`src/rtl/flow_ctrl_fsm.sv`:
```
// flow_ctrl_fsm: link flow-control sequencer for the four-lane datapath.
// It walks RESET -> INIT -> IDLE <-> ACTIVE and can enter a sticky ERROR state.
// Estado is read directly by the lane-change counter downstream.
// The FIFO almost-full and almost-empty thresholds are captured while in INIT.
//
// Ports:
//   clk            rising-edge system clock
//   rst            asynchronous, active-low reset
//   init           level-sensitive request to reconfigure
//   umbral_alto_in requested almost-full threshold
//   umbral_bajo_in requested almost-empty threshold
//   fifo_empty     per-lane FIFO empty flags
//   fifo_error     per-lane FIFO overflow/underflow pulses
//   Estado         encoded state (RESET=0, INIT=1, ACTIVE=2, ERROR=3, IDLE=4)
//   umbral_alto    latched almost-full threshold
//   umbral_bajo    latched almost-empty threshold
//   idle_out       state flag, high in IDLE
//   active_out     state flag, high in ACTIVE
//   error_out      state flag, high in ERROR
//   error_fifo     sticky OR of the lanes that have flagged an error
module flow_ctrl_fsm #(
  parameter int unsigned TH_W       = 4,
  parameter int unsigned FIFO_DEPTH = 8
) (
  input  logic            clk,
  input  logic            rst,
  input  logic            init,
  input  logic [TH_W-1:0] umbral_alto_in,
  input  logic [TH_W-1:0] umbral_bajo_in,
  input  logic [3:0]      fifo_empty,
  input  logic [3:0]      fifo_error,
  output logic [3:0]      Estado,
  output logic [TH_W-1:0] umbral_alto,
  output logic [TH_W-1:0] umbral_bajo,
  output logic            idle_out,
  output logic            active_out,
  output logic            error_out,
  output logic [3:0]      error_fifo
);

  typedef enum logic [3:0] {
    S_RESET  = 4'd0,
    S_INIT   = 4'd1,
    S_ACTIVE = 4'd2,
    S_ERROR  = 4'd3,
    S_IDLE   = 4'd4
  } state_t;

  state_t            state_q, state_d;
  logic [TH_W-1:0]   alto_q, alto_d;
  logic [TH_W-1:0]   bajo_q, bajo_d;
  logic [3:0]        err_q, err_d;
  logic              idle_q, active_q, error_q;
  logic              thr_valid;
  logic              any_err;

  assign thr_valid = (umbral_bajo_in < umbral_alto_in) &&
                     (32'(umbral_alto_in) <= FIFO_DEPTH);
  assign any_err   = |fifo_error;

  always_comb begin
    state_d = state_q;
    alto_d  = alto_q;
    bajo_d  = bajo_q;
    err_d   = err_q;
    case (state_q)
      S_RESET: begin
        state_d = S_INIT;
        alto_d  = '0;
        bajo_d  = '0;
      end
      S_INIT: begin
        alto_d = umbral_alto_in;
        bajo_d = umbral_bajo_in;
        err_d  = err_q | fifo_error;
        if (any_err)                state_d = S_ERROR;
        else if (!init && thr_valid) state_d = S_IDLE;
      end
      S_IDLE: begin
        err_d = err_q | fifo_error;
        if (any_err)                state_d = S_ERROR;
        else if (init)              state_d = S_INIT;
        else if (fifo_empty != 4'hF) state_d = S_ACTIVE;
      end
      S_ACTIVE: begin
        err_d = err_q | fifo_error;
        if (any_err)                state_d = S_ERROR;
        else if (init)              state_d = S_INIT;
        else if (fifo_empty == 4'hF) state_d = S_IDLE;
      end
      S_ERROR: begin
        err_d = err_q | fifo_error;
      end
      // A corrupted encoding is recovered through RESET.
      default: state_d = S_RESET;
    endcase
  end

  // The flags are decoded from state_d, so they switch on the same edge as Estado.
  always_ff @(posedge clk or negedge rst) begin
    if (!rst) begin
      state_q  <= S_RESET;
      alto_q   <= '0;
      bajo_q   <= '0;
      err_q    <= '0;
      idle_q   <= 1'b0;
      active_q <= 1'b0;
      error_q  <= 1'b0;
    end else begin
      state_q  <= state_d;
      alto_q   <= alto_d;
      bajo_q   <= bajo_d;
      err_q    <= err_d;
      idle_q   <= (state_d == S_IDLE);
      active_q <= (state_d == S_ACTIVE);
      error_q  <= (state_d == S_ERROR);
    end
  end

  assign Estado      = state_q;
  assign umbral_alto = alto_q;
  assign umbral_bajo = bajo_q;
  assign idle_out    = idle_q;
  assign active_out  = active_q;
  assign error_out   = error_q;
  assign error_fifo  = err_q;

endmodule

```
`config.mk`:
```
export PLATFORM = sky130hd
export DESIGN_NAME = flow_ctrl_fsm
export DESIGN_NICKNAME = d
export VERILOG_FILES = /design/src/rtl/flow_ctrl_fsm.sv
export SDC_FILE = /design/constraint.sdc
export NUM_CORES = 1
export LEC_CHECK = 0
export BUFFER_PORTS_ARGS = -buffer_cell sky130_fd_sc_hd__buf_4
export CORE_AREA = 2 2 58 60
export CTS_CLUSTER_SIZE = 28
export DETAILED_ROUTE_END_ITERATION = 7
export DIE_AREA = 0 0 60 62
export GPL_TIMING_DRIVEN = 0
export HOLD_SLACK_MARGIN = 0.12
export PLACE_DENSITY_LB_ADDON = 0.1
export SLEW_MARGIN = 25
export SYNTH_ARGS = -nofsm -noshare
export SYNTH_HDL_FRONTEND = slang
export SYNTH_SLANG_ARGS = --single-unit
```
`constraint.sdc`:
```
create_clock -name clk -period 1.9 [get_ports clk]
set_clock_uncertainty 0.05 [all_clocks]
set_input_delay 0.285 -clock clk [delete_from_list [all_inputs] [get_ports clk]]
set_output_delay 0.285 -clock clk [all_outputs]
set_load 0.05 [all_outputs]
```
==> impl_metrics.yaml, run 1 <==
status:
  status: "complete, no violations"
setup_path:
  r2r_cells: 5
  reg2reg_from: "Estado[1]$_DFF_PN0_"
  startpoint_type: "flip-flop"
  critPathKind: "reg2reg"
  rr_endpoint: "idle_out$_DFF_PN0_"
  worstSetupEndpointType: "flip-flop"
  r2r_slack_ns: 0.30
  critPathArrivalTime_ns: 1.79
  worst-path-max-fanout: 10
  crit_required_ns: 2.09
yosys:
  synth_edf_count: 0
  synth_cell_types: 29
  avgSynthCellArea_sq_um: 9.65
  synth-adder-area-share_pct: 4.14
  ys.flop_type: "dfrtp_1"
  syn_nets: 116
  synth_top_family_by_area: "simple AND/OR/NAND/NOR gates"
  ys_warn_count: 0
  ys_ff_latch: 19
  synth-async-reset-ratio_pct: 100
  ys_seq_area_share_pct: 52.4
  postSynthCellCount: 94
  synth_area_sq_um: 907
  muxShareOfSynthArea_pct: 0
  yosys.area_share.simple_pct: 25.1
  synth_compound_area_share_pct: 13.4
  synth_xor_area_share_pct: 0
clock_network:
  clockBufferDepth: 2
  cts.htree.levels: 1
  clock_latency_ns: 0.30
  cts_resized: 0
  cts_setup_buffers: 0
  path_clk_slew_ns: 0.11
  root_buffer: "clkbuf_4"
  postCtsHoldBufs: 1
  cts_tree: "done"
  cts_buffers: 3
  cts_sinks: 19
floorplan:
  num_io_pins: 38
  initial_utilization_pct: 28.5
  die_w_microns: 60
  row_count: 21
  die_area_sq_um: 3720
  die_h_microns: 62
  core-area_sq_um: 3180
power_and_ir_drop:
  p_leak_nw: 0.637
  p_switching_mw: 0.347
  power_per_cell_area_nw_per_um2: 757
  peakVddDrop_v: 0.000341
  p_int_mw: 0.620
  p_clk_share_pct: 21.1
  seqPwrFrac_pct: 46.9
  pwr-share-comb_pct: 31.9
  switching_share_pct: 35.9
sta:
  max_slew_margin_pct: 61.1
  max_freq_mhz: 626
  finalCriticalPeriod_ns: 1.60
  tns_ns: 0
  tightest_slew_ns: 0.579
  setup_viol: 0
  setup_slack_ns: 0.302
  fin_crit_sh_pct: 84.1
  rsz0062_at_grt: "no"
  hold_violations: 0
  maxSlewViolCount: 0
global_routing:
  grt_max_degree: 20
  grt_use_met3_pct: 2.07
  gr-usage-met2_pct: 20.2
  busiest_layer: "met2"
  grt_first_pass_wirelength_mm: 3.28
  gr-total-overflow: 0
  grt_use_total_pct: 12.0
  grt_antenna_before_repair: 0
  grt_use_met1_pct: 14.6
  grt_pass1_vias: 766
route:
  wl_mm: 2.07
  num_vias: 831
  wl_per_cell_microns: 11.4
  first_pass_iters: 4
  postRouteAntennaNets: 0
  drc: 0
  drtIter0Drc: 22
  viasPerCell: 4.57
place:
  io_buffers: 37
  placed_cells: 177
  dp_hpwl_mm: 1.61
  pre_cts_ws_ns: 0.168
  place.gp.congestion: 0.762
hold_path:
  min_path_cells: 2
  hold_path_end: "error_fifo[1]$_DFFE_PN0P_"
  hp-class: "in2reg"
  worstHoldStart: "fifo_error[1]"
layout:
  seq_area_sq_um: 475
  fin_util_pct: 40.2
  multi_input_area_sq_um: 390
  layout.cells.non_filler: 182
  nFillCells: 346
  diodes: 0
  layout-area-overhead-vs-synth_pct: 41.0
  layout-drive-gt1-share_pct: 34.6
  fin_nets: 159
flow_run:
  maxCapViolCount: 0
-- layout make-up --
cell class | count | area share, %
Buffer | 5 | 1.76
Clock buffer | 4 | 2.05
Inverter | 5 | 1.47
Multi-Input combinational cell | 65 | 30.5
Sequential cell | 19 | 37.2
Tap cell | 46 | 4.50
Timing Repair Buffer | 38 | 22.5
-- state kept, by name, summed over array words and instances (netlist names) --
register and flops:
Estado 4, active_out 1, error_fifo 4, error_out 1
idle_out 1, umbral_alto 4, umbral_bajo 4
-- routing by layer --
metal / vias up / wire length [microns]
met5: - / 0
met4: 0 / 44
met3: 5 / 109
met2: 27 / 970
met1: 388 / 944
li1: 411 / -
-- worst max path at each step --
stage                        start                  end  slack [ns]  depth (start not counted)
6_report       Estado[1]$_DFF_PN0_   idle_out$_DFF_PN0_        0.30                          5
5_1_grt        Estado[1]$_DFF_PN0_   idle_out$_DFF_PN0_        0.15                          5
4_1_cts        Estado[1]$_DFF_PN0_   idle_out$_DFF_PN0_        0.28                          4
3_5_place_dp     umbral_alto_in[3]  error_out$_DFF_PN0_        0.17                          7
3_3_place_gp     umbral_alto_in[3]  error_out$_DFF_PN0_        0.20                          7
2_1_floorplan  Estado[2]$_DFF_PN0_  error_out$_DFF_PN0_        0.25                          6
-- synth_stat cells (all sizes together), types with 2 or more instances --
master	n	area share, %
a211oi	2	1.7
a21o	4	3.4
a21oi	2	1.1
and3	2	1.4
buf	3	1.7
clkbuf	2	0.83
dfrtp	19	52
ha	3	4.1
inv	5	2.1
nand2	18	7.4
nand3	8	4.4
nor2	2	0.83
nor2b	3	2.1
nor3	5	4.0
nor4	2	2.1
o21ai	4	2.6
o221ai	2	1.9
-- logic make-up (layout without fill, tap and decap cells) --
family	count (synthesis)	after routing
buffers and inverters	10	52
AND/OR/NAND/NOR	44	44
flip-flops	19	19
AO/OA/AOI/OAI	17	17
adder cells (fa/ha/maj)	3	3
other	1	1
-- power groups by stage --
| stage | Sequential (mW) | Combinational (mW) | Clock (mW) |
|---|---|---|---|
| after floorplan | 0.580 | 0.0754 | 0 |
| after global placement | 0.462 | 0.310 | 0 |
| after detailed placement | 0.464 | 0.312 | 0 |
| after CTS | 0.455 | 0.314 | 0.221 |
| after global routing | 0.459 | 0.337 | 0.232 |
| final | 0.454 | 0.309 | 0.204 |
-- stage by stage --
stage / instance area, sq um / hold WS (ns) / power [mW]
floorplan: 907 / -0.0606 / 0.656
detailed placement: 1240 / 0.128 / 0.775
global route: 1280 / 0.144 / 1.03
global placement: 1240 / 0.128 / 0.772
CTS: 1280 / 0.146 / 0.990
finish: 1280 / 0.153 / 0.968
-- worst max-delay path: stages (launching register included) --
cell,delay [ns]
dfrtp_1,0.39
buf_2,0.18
nor3_4,0.41
nand2_1,0.10
o21ai_0,0.23
and3_1,0.20
-- cell usage in the layout (no fill, tap or decap), drive strengths merged --
master        n
a211oi        2
a21o          4
a21oi         2
a31oi         1
a32o          1
and3          2
buf          40
clkbuf        6
conb          1
dfrtp        19
dlygate4sd3   1
ha            3
inv           5
nand2        18
nand2b        1
nand3         8
nand4         1
nor2          2
nor2b         3
nor3          5
nor4          2
o21a          1
o21ai         4
o221ai        2
or3           1
or4           1
(Power assumes the default switching activity.)
==> run 2, diff against run 1 <==
==> constraint.sdc (replaced) <==
create_clock -name clk -period 1.64 [get_ports clk]
set_clock_uncertainty 0.05 [all_clocks]
set_input_delay 0.246 -clock clk [delete_from_list [all_inputs] [get_ports clk]]
set_output_delay 0.246 -clock clk [all_outputs]
set_load 0.05 [all_outputs]
==> impl_metrics.yaml, run 2 (synthesis gave the netlist of run 1 again) <==
setup_path:
  worst-path-max-fanout: 8
  rr_endpoint: "error_out$_DFF_PN0_"
  crit_required_ns: 1.79
  endpoint: "error_out$_DFF_PN0_"
  critPathKind: "reg2reg"
  reg2reg_from: "Estado[1]$_DFF_PN0_"
  worstSetupEndpointType: "flip-flop"
  crit_start: "Estado[1]$_DFF_PN0_"
  critPathArrivalTime_ns: 1.66
  startpoint_type: "flip-flop"
  r2r_cells: 6
  r2r_slack_ns: 0.13
place:
  placed_cells: 177
  placed_area_sq_um: 1240
  dp_hpwl_mm: 1.66
  place.gp.congestion: 0.699
  io_buffers: 37
sta:
  hold_violations: 0
  setup_viol: 0
  finalCriticalPeriod_ns: 1.51
  max_slew_margin_pct: 66.8
  rsz0062_at_grt: "no"
  tightest_slew_ns: 0.494
  max_freq_mhz: 664
  maxSlewViolCount: 0
  fin_crit_sh_pct: 91.9
layout:
  layout_commonest_cell: "buf_4"
  fin_nets: 163
  layout-area-overhead-vs-synth_pct: 46.1
  layout-drive-gt1-share_pct: 37.1
  final_cell_area_sq_um: 1330
  layout.cells.non_filler: 186
  nFillCells: 350
  diodes: 0
  multi_input_area_sq_um: 395
  final_cell_mix: "38 x buf_4, 18 x nand2_1, 17 x dfrtp_1"
  seq_area_sq_um: 478
  fin_util_pct: 41.7
clock_network:
  root_buffer: "clkbuf_4"
  cts.htree.levels: 1
  cts_sinks: 19
  cts_buffers: 3
  clockBufferDepth: 2
  path_clk_slew_ns: 0.11
  cts_tree: "done"
  clock_latency_ns: 0.31
floorplan:
  core-area_sq_um: 3180
  die_w_microns: 60
  row_count: 21
  initial_utilization_pct: 28.5
  die_h_microns: 62
  num_io_pins: 38
  die_area_sq_um: 3720
route:
  drtIter0Drc: 21
  drc: 0
  viasPerCell: 4.56
  num_vias: 849
  postRouteAntennaNets: 0
  first_pass_iters: 4
  wl_mm: 2.33
  wl_per_cell_microns: 12.5
hold_path:
  hp-class: "in2reg"
power_and_ir_drop:
  p_clk_share_pct: 21.5
  p_int_mw: 0.727
  p_switching_mw: 0.417
  pwr-share-comb_pct: 32.4
  peakVddDrop_v: 0.000367
  power_per_cell_area_nw_per_um2: 863
  switching_share_pct: 36.5
  p_leak_nw: 0.654
  seqPwrFrac_pct: 46.1
status:
  status: "complete, no violations"
global_routing:
  grt_first_pass_wirelength_mm: 3.48
  grt_pass1_vias: 779
  gr-total-overflow: 0
  grt_max_degree: 20
  grt_use_total_pct: 12.9
  grt_antenna_before_repair: 0
flow_run:
  maxCapViolCount: 0
## run 2: worst min path at each step
stage,endpoint,start,depth (start not counted)
after global placement,umbral_alto[1]$_DFFE_PN0P_,rst,1
final,error_fifo[2]$_DFFE_PN0P_,fifo_error[2],2
after floorplan,Estado[0]$_DFF_PN0_,rst,0
after detailed placement,umbral_alto[1]$_DFFE_PN0P_,rst,1
after CTS,umbral_bajo[0]$_DFFE_PN0P_,umbral_bajo_in[0],3
after global routing,error_fifo[2]$_DFFE_PN0P_,fifo_error[2],2
## run 2: critical path: stages (launching register included)
cell	delay, ns
dfrtp_2	0.41
buf_2	0.18
nor2b_1	0.16
o21ai_0	0.07
o221ai_1	0.13
a32o_1	0.27
nor2b_1	0.13
## run 2: power groups by stage
stage               logic, mW  clock network [mW]  registers [mW]
floorplan              0.0873                   0           0.673
global placement        0.359                   0           0.536
detailed placement      0.363                   0           0.537
CTS                     0.372               0.257           0.528
global route            0.400               0.270           0.532
finish                  0.370               0.246           0.527
## run 2: final cells by class
class                           instances  share of cell area, %
Timing Repair Buffer                   42                   24.6
Tap cell                               46                   4.34
Clock buffer                            4                   1.98
Buffer                                  5                   1.79
Sequential cell                        19                   36.1
Inverter                                5                   1.42
Multi-Input combinational cell         65                   29.8
## run 2: repair_timing
item / CTS / global route
pin swaps: 0 / 1
hold buffers: 4 / 0
resized for setup: 1 / 2
buffers inserted: 0 / 1
setup endpoints to repair: 2 / 2
endpoints found under the hold margin: 22 / 0
## run 2: per-layer routing
layer	part of all wire [%]	GRT usage, %	vias up	wire, microns
met3	5.6	2.48	5	131
met4	2.0	6.67	0	46
met5	0	0	-	0
met2	48	21.7	25	1120
li1	-	-	418	-
met1	44	15.7	401	1030
## run 2: per-stage QoR
| step | setup WS (ns) | TNS, ns | hold WS (ns) | power, mW |
|---|---|---|---|---|
| floorplan | 0.0244 | 0 | -0.0996 | 0.760 |
| global placement | -0.0243 | -0.0243 | 0.0869 | 0.894 |
| detailed placement | -0.0480 | -0.0480 | 0.0948 | 0.900 |
| CTS | 0.0256 | 0 | 0.120 | 1.16 |
| global route | 0.0446 | 0 | 0.127 | 1.20 |
| finish | 0.134 | 0 | 0.122 | 1.14 |
